===== src/rtl/idli_sqi_ctrl_m.sv =====
`default_nettype none
// ============================================================================
// Module   : idli_sqi_ctrl_m
// Brief    : SQI (quad SPI) read controller serving fetch and immediate words.
//            Optional IDLI_SQI_SEQ_FETCH_EN: sequential fetches continue the burst.
// Revision : 1.0 - initial release
// ============================================================================

typedef logic [3:0] sqi_data_t;

module idli_sqi_ctrl_m #(
  parameter int DUMMY_NIBBLES = 2
) (
  input  logic      i_sqi_gck,
  input  logic      i_sqi_rst,
  input  logic      i_sqi_fetch_req,
  input  logic [15:0] i_sqi_fetch_addr,
  output logic      o_sqi_fetch_gnt,
  input  logic      i_sqi_imm_req,
  output logic      o_sqi_imm_gnt,
  output logic      o_sqi_cs_n,
  output logic [3:0] o_sqi_sio,
  output logic      o_sqi_sio_oe,
  input  logic [3:0] i_sqi_sio,
  output sqi_data_t o_sqi_data,
  output logic      o_sqi_data_vld,
  output logic      o_sqi_data_id
);

  typedef enum logic [2:0] {
    S_IDLE  = 3'd0,
    S_CMD   = 3'd1,
    S_ADDR  = 3'd2,
    S_DUMMY = 3'd3,
    S_DATA  = 3'd4,
    S_END   = 3'd5
  } state_t;

  localparam logic [2:0] c_dummy_last = 3'(DUMMY_NIBBLES - 1);

  state_t      r_state;
  logic [2:0]  r_cnt;
  logic [1:0]  r_nib;
  logic [15:0] r_nxt;
  logic        r_owner;

  logic        w_boundary;
  logic        w_accept;
  logic        w_cont;
  logic [15:0] w_nxt_inc;
  logic [23:0] w_baddr;
  logic [3:0]  w_addr_nib;

  assign w_boundary      = (r_state == S_DATA) && (r_nib == 2'd3);
  assign w_accept        = !i_sqi_rst && ((r_state == S_IDLE) || w_boundary);
  assign o_sqi_imm_gnt   = w_accept && i_sqi_imm_req;
  assign o_sqi_fetch_gnt = w_accept && i_sqi_fetch_req && !i_sqi_imm_req;
  assign w_nxt_inc       = r_nxt + 16'd1;
  assign w_baddr         = {7'b0, r_nxt, 1'b0};

`ifdef IDLI_SQI_SEQ_FETCH_EN
  assign w_cont = o_sqi_imm_gnt || (o_sqi_fetch_gnt && (i_sqi_fetch_addr == w_nxt_inc));
`else
  assign w_cont = o_sqi_imm_gnt;
`endif

  // Nibble to drive in the ADDR cycle after the one indexed by r_cnt.
  always_comb begin
    w_addr_nib = 4'h0;
    case (r_cnt)
      3'd0:    w_addr_nib = w_baddr[19:16];
      3'd1:    w_addr_nib = w_baddr[15:12];
      3'd2:    w_addr_nib = w_baddr[11:8];
      3'd3:    w_addr_nib = w_baddr[7:4];
      3'd4:    w_addr_nib = w_baddr[3:0];
      default: w_addr_nib = 4'h0;
    endcase
  end

  always_ff @(posedge i_sqi_gck or posedge i_sqi_rst) begin
    if (i_sqi_rst) begin
      r_state        <= S_IDLE;
      r_cnt          <= 3'd0;
      r_nib          <= 2'd0;
      r_nxt          <= 16'h0000;
      r_owner        <= 1'b0;
      o_sqi_cs_n     <= 1'b1;
      o_sqi_sio      <= 4'h0;
      o_sqi_sio_oe   <= 1'b0;
      o_sqi_data     <= 4'h0;
      o_sqi_data_vld <= 1'b0;
      o_sqi_data_id  <= 1'b0;
    end else begin
      o_sqi_data_vld <= (r_state == S_DATA);
      o_sqi_data     <= i_sqi_sio;
      o_sqi_data_id  <= r_owner;
      case (r_state)
        S_IDLE: begin
          if (o_sqi_fetch_gnt || o_sqi_imm_gnt) begin
            r_state      <= S_CMD;
            r_cnt        <= 3'd0;
            r_owner      <= o_sqi_imm_gnt;
            r_nxt        <= o_sqi_imm_gnt ? r_nxt : i_sqi_fetch_addr;
            o_sqi_cs_n   <= 1'b0;
            o_sqi_sio_oe <= 1'b1;
            o_sqi_sio    <= 4'h0;
          end
        end
        S_CMD: begin
          if (r_cnt == 3'd0) begin
            r_cnt     <= 3'd1;
            o_sqi_sio <= 4'h3;
          end else begin
            r_state   <= S_ADDR;
            r_cnt     <= 3'd0;
            o_sqi_sio <= w_baddr[23:20];
          end
        end
        S_ADDR: begin
          if (r_cnt == 3'd5) begin
            r_state      <= S_DUMMY;
            r_cnt        <= 3'd0;
            o_sqi_sio_oe <= 1'b0;
            o_sqi_sio    <= 4'h0;
          end else begin
            r_cnt     <= r_cnt + 3'd1;
            o_sqi_sio <= w_addr_nib;
          end
        end
        S_DUMMY: begin
          if (r_cnt == c_dummy_last) begin
            r_state <= S_DATA;
            r_nib   <= 2'd0;
          end else begin
            r_cnt <= r_cnt + 3'd1;
          end
        end
        S_DATA: begin
          r_nib <= r_nib + 2'd1;
          if (w_boundary) begin
            if (o_sqi_fetch_gnt || o_sqi_imm_gnt) r_owner <= o_sqi_imm_gnt;
            if (w_cont) begin
              r_nxt <= w_nxt_inc;
              // The memory's sequential stream cannot cross the 64K-word wrap.
              if (w_nxt_inc == 16'h0000) begin
                r_state    <= S_END;
                o_sqi_cs_n <= 1'b1;
              end
            end else if (o_sqi_fetch_gnt) begin
              r_nxt      <= i_sqi_fetch_addr;
              r_state    <= S_END;
              o_sqi_cs_n <= 1'b1;
            end else begin
              r_nxt      <= w_nxt_inc;
              r_state    <= S_IDLE;
              o_sqi_cs_n <= 1'b1;
            end
          end
        end
        S_END: begin
          r_state      <= S_CMD;
          r_cnt        <= 3'd0;
          o_sqi_cs_n   <= 1'b0;
          o_sqi_sio_oe <= 1'b1;
          o_sqi_sio    <= 4'h0;
        end
        default: r_state <= S_IDLE;
      endcase
    end
  end

endmodule

`default_nettype wire


===== config.mk =====
export PLATFORM = sky130hd
export DESIGN_NAME = idli_sqi_ctrl_m
export DESIGN_NICKNAME = d
export VERILOG_FILES = /design/src/rtl/idli_sqi_ctrl_m.sv
export SDC_FILE = /design/constraint.sdc
export NUM_CORES = 1
export LEC_CHECK = 0
export ABC_AREA = 0
export CORE_MARGIN = 2
export CORE_UTILIZATION = 58
export CTS_CLUSTER_DIAMETER = 60
export DETAILED_ROUTE_END_ITERATION = 16
export HOLD_SLACK_MARGIN = 0.15
export PLACE_DENSITY = 0.84
export SLEW_MARGIN = 10
export SYNTH_ARGS = -nofsm -noshare
export SYNTH_HDL_FRONTEND = slang
export SYNTH_SLANG_ARGS = --single-unit

===== constraint.sdc =====
create_clock -name i_sqi_gck -period 4.25 [get_ports i_sqi_gck]
set_input_delay 0.425 -clock i_sqi_gck [delete_from_list [all_inputs] [get_ports i_sqi_gck]]
set_output_delay 0.425 -clock i_sqi_gck [all_outputs]
set_load 0.05 [all_outputs]

==> results.yml, run 1 <==
clocking:
  cts_tree: "built"
  cts_setup_buffers: 0
  clockBufferDepth: 2
  cts_buffers: 5
  hold_buffers: 0
  cts_sinks: 37
  cts_resized: 0
  htreeDepth: 2
  clock_tree.root_cell: "clkbuf_8"
  clk_latency_ns: 0.30
  clkTransAtPathRegs_ns: 0.08
critical_path:
  crit_cells: 3
  crit_start: "r_state[0]"
  crit_slowest_cell: "clkdlybuf4s50_1"
  cp-endpoint: "o_sqi_fetch_gnt"
  worst-r2r-setup-slack_ns: 1.56
  rr_worst_depth: 8
  cpPeakStageDelay_ns: 0.84
  r2r-start: "r_nib[0]"
  crit_fanout: 14
  crit_buf_inv: 1
  worstPathCellList: "nor3_4 -> and4b_1 -> clkdlybuf4s50_1"
  startpoint_type: "flip-flop"
  crit_type: "flip-flop to output pin"
  worstReg2RegEnd: "r_nxt[15]"
  end_kind: "output pin"
  cp_data_arrival_time_ns: 2.35
  path_delay_family: "buffers and inverters"
  critPathRequiredTime_ns: 3.83
power_and_ir_drop:
  p_leak_nw: 1.16
  seqPwrFrac_pct: 38.1
  p_sw_share_pct: 47.2
  pwr-share-clk_pct: 15.8
  p_comb_share_pct: 46.1
  vdd_ir_drop_max_mv: 0.421
  power.internal_mw: 1.05
  switchingPower_uw: 941
  powerDensity_nw_per_um2: 700
synthesis:
  synth_top_family_by_area: "compound AO/OA/AOI/OAI gates"
  avgSynthCellArea_um2: 8.23
  synth_flop_cell: "dfrtp_1"
  synth_cells: 294
  syn_area_um2: 2420
  async_flop_share_pct: 100
  synth_xor_area_share_pct: 1.81
  synth_top_area_share_pct: 37.2
  synth_cell_types: 52
  synth_compound_area_share_pct: 24.4
  synth-edff-count: 0
  synth_area_leaders: "dfrtp_1 (37%), a21oi_1 (7.4%), o21ai_0 (6.0%), nand2_1 (4.3%), ha_1 (4.1%)"
  yosysSeqAreaShare_pct: 38.3
  synth-adder-area-share_pct: 4.14
  yosysTopAreaCell: "dfrtp_1"
  synth-simple-area-share_pct: 22.8
  synth_mux_area_share_pct: 0.827
  yosys_warnings: 0
  synth_seq_cells: 37
  syn_nets: 326
drt:
  via_per_inst: 6.17
  drtPass1Iterations: 4
  wire_per_inst_um: 15.2
  post-route-drc-count: 0
  ant_nets: 0
  wl_mm: 5.61
  drt-initial-drc-count: 220
  vias: 2276
die:
  die_area_um2: 4700
  placeableCoreArea_um2: 4000
  die_y_um: 68.6
  pin_count: 38
  row_count: 23
  initial_core_util_pct: 60.5
  fp.dieW_um: 68.6
timing:
  fin_setup_tns_ns: 0
  hold_viol: 0
  rsz0062_at_grt: "false"
  skew_ns: 0.00932
  slew_headroom_pct: 33.6
  fin_crit_sh_pct: 65.2
  fmax_mhz: 361
  worstMarginPinSlew_ns: 0.994
  timing.hold.ws_ns: 0.381
  period_minus_slack_ns: 2.77
  maxSlewViolCount: 0
  setup_viol: 0
layout:
  area_growth_pct: 17.7
  diodes: 0
  final.fill_count: 343
  nets: 350
  ff_latch_area_um2: 927
  mostFrequentLayoutCell: "clkdlybuf4s50_1"
  drive_above_1_share_pct: 6.27
  final_cell_mix: "clkdlybuf4s50_1 (37), a21oi_1 (36), dfrtp_1 (36)"
  multi_input_area_um2: 1310
global_routing:
  grt_antenna_before_repair: 0
  grt_usage_pct: 26.7
  grt_max_degree: 38
  grt_pass1_wl_mm: 9.37
  grt_pass1_vias: 2041
  grt_remaining_overflow: 0
hold_path:
  hp-class: "flip-flop to flip-flop"
job:
  drv_cap: 0
placed_design:
  dp_hpwl_mm: 3.91
  io_buffers: 37
  place_congestion: 0.892
outcome:
  status: "completed"
-- layout make-up --
cell class | count | area share (%)
Multi-Input combinational cell | 222 | 45.8
Sequential cell | 37 | 32.5
Timing Repair Buffer | 40 | 13.8
Clock buffer | 5 | 2.42
Tap cell | 50 | 2.20
Clock inverter | 3 | 1.62
Inverter | 12 | 1.58
-- per-layer routing --
| metal | vias to the layer above | track usage (%) | wire [um] |
|---|---|---|---|
| met5 | - | 0 | 0 |
| met4 | 0 | 7.75 | 66 |
| met3 | 8 | 6.01 | 400 |
| met2 | 79 | 41.8 | 2580 |
| met1 | 1078 | 36.8 | 2570 |
| li1 | 1111 | - | - |
-- worst register-to-register path, stage by stage (launching register included) --
cell      delay (ns)
dfrtp_1         0.42
ha_1            0.28
nand2b_1        0.18
and4b_1         0.29
nor2_2          0.80
buf_4           0.29
nor2_1          0.05
a211oi_1        0.21
a21o_1          0.11
-- synthesized netlist by cell type, drive strengths merged (4+ instances only) --
cell,instances
a21oi,36
dfrtp,36
o21ai,31
nand2,28
nor2,26
nand3,17
buf,15
inv,12
nand4,9
clkbuf,8
ha,8
nor3,8
and3,6
a22oi,5
a221o,4
-- logic make-up (layout without fill, tap and decap cells) --
group / after synthesis / in the layout
AO/OA/AOI/OAI: 98 / 98
XOR/XNOR: 5 / 5
adder cells (fa/ha/maj): 8 / 8
buffers and inverters: 35 / 60
flip-flops: 37 / 37
multiplexers: 2 / 2
AND/OR/NAND/NOR: 109 / 109
-- how the worst min path moves through the flow --
stage	startpoint	slack (ns)	end	depth (start not counted)
after floorplan	r_owner	0.35	o_sqi_data_id	0
after global placement	r_owner	0.36	o_sqi_data_id	0
after detailed placement	r_owner	0.36	o_sqi_data_id	0
after CTS	r_owner	0.38	o_sqi_data_id	0
after global routing	r_owner	0.41	o_sqi_data_id	0
final	r_owner	0.38	o_sqi_data_id	0
-- registers in the layout (all words and copies together), names as in the netlist --
name and count:
o_sqi_cs_n 1, o_sqi_data 4, o_sqi_data_id 1, o_sqi_data_vld 1
o_sqi_sio 4, o_sqi_sio_oe 1, r_cnt 3, r_nib 2
r_nxt 16, r_owner 1, r_state 3
-- per-stage QoR --
step	std cells	total power [mW]	util, %	instance area, um^2	setup slack [ns]
3_5_place_dp	361	1.67	68.3	2730	1.41
3_3_place_gp	361	1.64	68.3	2730	1.51
6_report	369	1.99	71.2	2850	1.48
2_1_floorplan	294	1.46	-	2420	2.32
5_1_grt	369	2.16	71.2	2850	1.33
4_1_cts	369	1.99	71.2	2850	1.45
-- power by group through the flow --
stage                     clock network [mW]  logic (mW)  registers, mW
after global routing                   0.337        1.03          0.793
after CTS                              0.321       0.917          0.753
final                                  0.315       0.920          0.759
after detailed placement                   0       0.909          0.759
after global placement                     0       0.891          0.753
after floorplan                            0       0.769          0.689
Note: power is estimated with default switching activity, not from simulation.
==> inputs of run 2 (changes only) <==
Settings changed: CORE_UTILIZATION 58 to 49, PLACE_DENSITY 0.84 to 0.76.
Clock period 4.25 ns to 2.32 ns, I/O delays scaled along.
==> results.yml, run 2 (synthesized netlist as in run 1, its figures left out) <==
clocking:
  cts_sinks: 37
  hold_buffers: 0
  cts_setup_buffers: 0
  cts_buffers: 5
  clkTransAtPathRegs_ns: 0.08
  clock_tree.root_cell: "clkbuf_8"
  cts_resized: 0
  clockBufferDepth: 2
  htreeDepth: 2
  cts_tree: "built"
  clk_latency_ns: 0.30
power_and_ir_drop:
  powerDensity_nw_per_um2: 1290
  p_leak_nw: 1.23
  vdd_ir_drop_max_mv: 0.674
global_routing:
  grt_usage_pct: 23.6
  grt_antenna_before_repair: 0
  grt_remaining_overflow: 0
  grt_pass1_vias: 2131
  grt_pass1_wl_mm: 10.0
  grt_max_degree: 39
timing:
  hold_viol: 0
  rsz0062_at_grt: "false"
  maxSlewViolCount: 0
  setup_viol: 0
  fmax_mhz: 493
  fin_crit_sh_pct: 87.4
  slew_headroom_pct: 62.9
  skew_ns: 0.0118
  worstMarginPinSlew_ns: 0.555
  period_minus_slack_ns: 2.03
  fin_setup_tns_ns: 0
die:
  die_y_um: 74.3
  fp.dieW_um: 74.3
  initial_core_util_pct: 50.9
  pin_count: 38
  row_count: 25
  die_area_um2: 5520
  placeableCoreArea_um2: 4750
layout:
  final_util_pct: 62.9
  top_regs: "r_nxt x16, o_sqi_data x4, o_sqi_sio x4"
  final_cell_mix: "a21oi_1 (36), dfrtp_1 (36), clkdlybuf4s50_1 (35)"
  largest_reg_flops: 16
  area_growth_pct: 23.6
  diodes: 0
  largest-register: "r_nxt"
  nets: 357
  drive_above_1_share_pct: 8.90
hold_path:
  holdPathEnd: "o_sqi_data[1]"
  hp-class: "primary input to flip-flop"
  holdPathStages: 1
  worstHoldStart: "i_sqi_sio[1]"
critical_path:
  rr_worst_depth: 8
  crit_fanout: 7
  worst-r2r-setup-slack_ns: 0.29
  critPathRequiredTime_ns: 2.55
  crit_type: "flip-flop to flip-flop"
  cp_data_arrival_time_ns: 2.26
  r2r-start: "r_cnt[0]"
  worstReg2RegEnd: "r_state[0]"
  end_kind: "flip-flop"
  startpoint_type: "flip-flop"
job:
  drv_cap: 0
drt:
  via_per_inst: 5.91
  post-route-drc-count: 0
  wire_per_inst_um: 15.1
  ant_nets: 0
  drtPass1Iterations: 5
  vias: 2322
  drt-initial-drc-count: 271
  wl_mm: 5.94
outcome:
  status: "completed"
placed_design:
  place_congestion: 0.893
  io_buffers: 37
  dp_hpwl_mm: 4.25
## run 2: changes by cell type in the layout (fill, tap and decap cells not counted)
cell | previous run | this run
clkinvlp_4 | 1 | 0
inv_6 | 0 | 1
clkinv_4 | 1 | 0
buf_4 | 3 | 8
clkdlybuf4s50_1 | 37 | 35
bufinv_16 | 1 | 2
buf_12 | 0 | 4
## run 2: area by class of cell
cell class / count / area, um^2
multi-input combinational: 222 / 1310
fill: 445 / 1760
clock buffer: 5 / 68.8
inverter: 12 / 45.0
timing repair buffer: 47 / 490
tap: 67 / 83.8
sequential: 37 / 927
clock inverter: 3 / 68.8
## run 2: report_power, final
part           switching, mW  internal (mW)
Clock                  0.252          0.433
Combinational           1.05          0.764
Sequential             0.447          0.908
## run 2: per-stage QoR
step / setup WS, ns / cells / power [mW] / hold slack (ns) / instance area, um^2
3_5_place_dp: 0.249 / 385 / 3.15 / 0.368 / 2850
5_1_grt: 0.151 / 393 / 4.15 / 0.374 / 2990
2_1_floorplan: 0.387 / 294 / 2.67 / 0.263 / 2420
3_3_place_gp: 0.284 / 385 / 3.10 / 0.363 / 2850
4_1_cts: 0.326 / 393 / 3.84 / 0.362 / 2990
6_report: 0.291 / 393 / 3.86 / 0.366 / 2990
## run 2: metal layers
| layer | track usage, % | up-vias | wire length (um) |
|---|---|---|---|
| met2 | 38.0 | 83 | 2910 |
| li1 | - | 1123 | - |
| met1 | 32.8 | 1107 | 2630 |
| met5 | 0 | - | 0 |
| met3 | 4.20 | 9 | 321 |
| met4 | 6.94 | 0 | 80 |
## run 2: critical path: stages, from the launching register on
cell     delay, ns
dfrtp_1       0.43
inv_1         0.13
ha_1          0.30
or3b_2        0.48
o21ai_0       0.13
o21ai_0       0.14
a21oi_1       0.15
nor2_1        0.07
a31oi_1       0.14
## run 2: worst max path at each step
| stage | start | to | slack, ns | cells after the start |
|---|---|---|---|---|
| floorplan | r_nib[0] | r_nxt[8] | 0.39 | 10 |
| global placement | i_sqi_fetch_req | r_nxt[0] | 0.28 | 7 |
| detailed placement | i_sqi_fetch_req | r_nxt[3] | 0.25 | 7 |
| CTS | r_cnt[0] | r_state[0] | 0.33 | 8 |
| global route | r_cnt[0] | r_state[0] | 0.15 | 8 |
| finish | r_cnt[0] | r_state[0] | 0.29 | 8 |
==> inputs of run 3 (changes only) <==
Settings changed: HOLD_SLACK_MARGIN 0.15 to 0.02, SLEW_MARGIN 10 to unset.
==> results of run 3 <==
Final layout, timing and power as in run 2 (identical DEF).
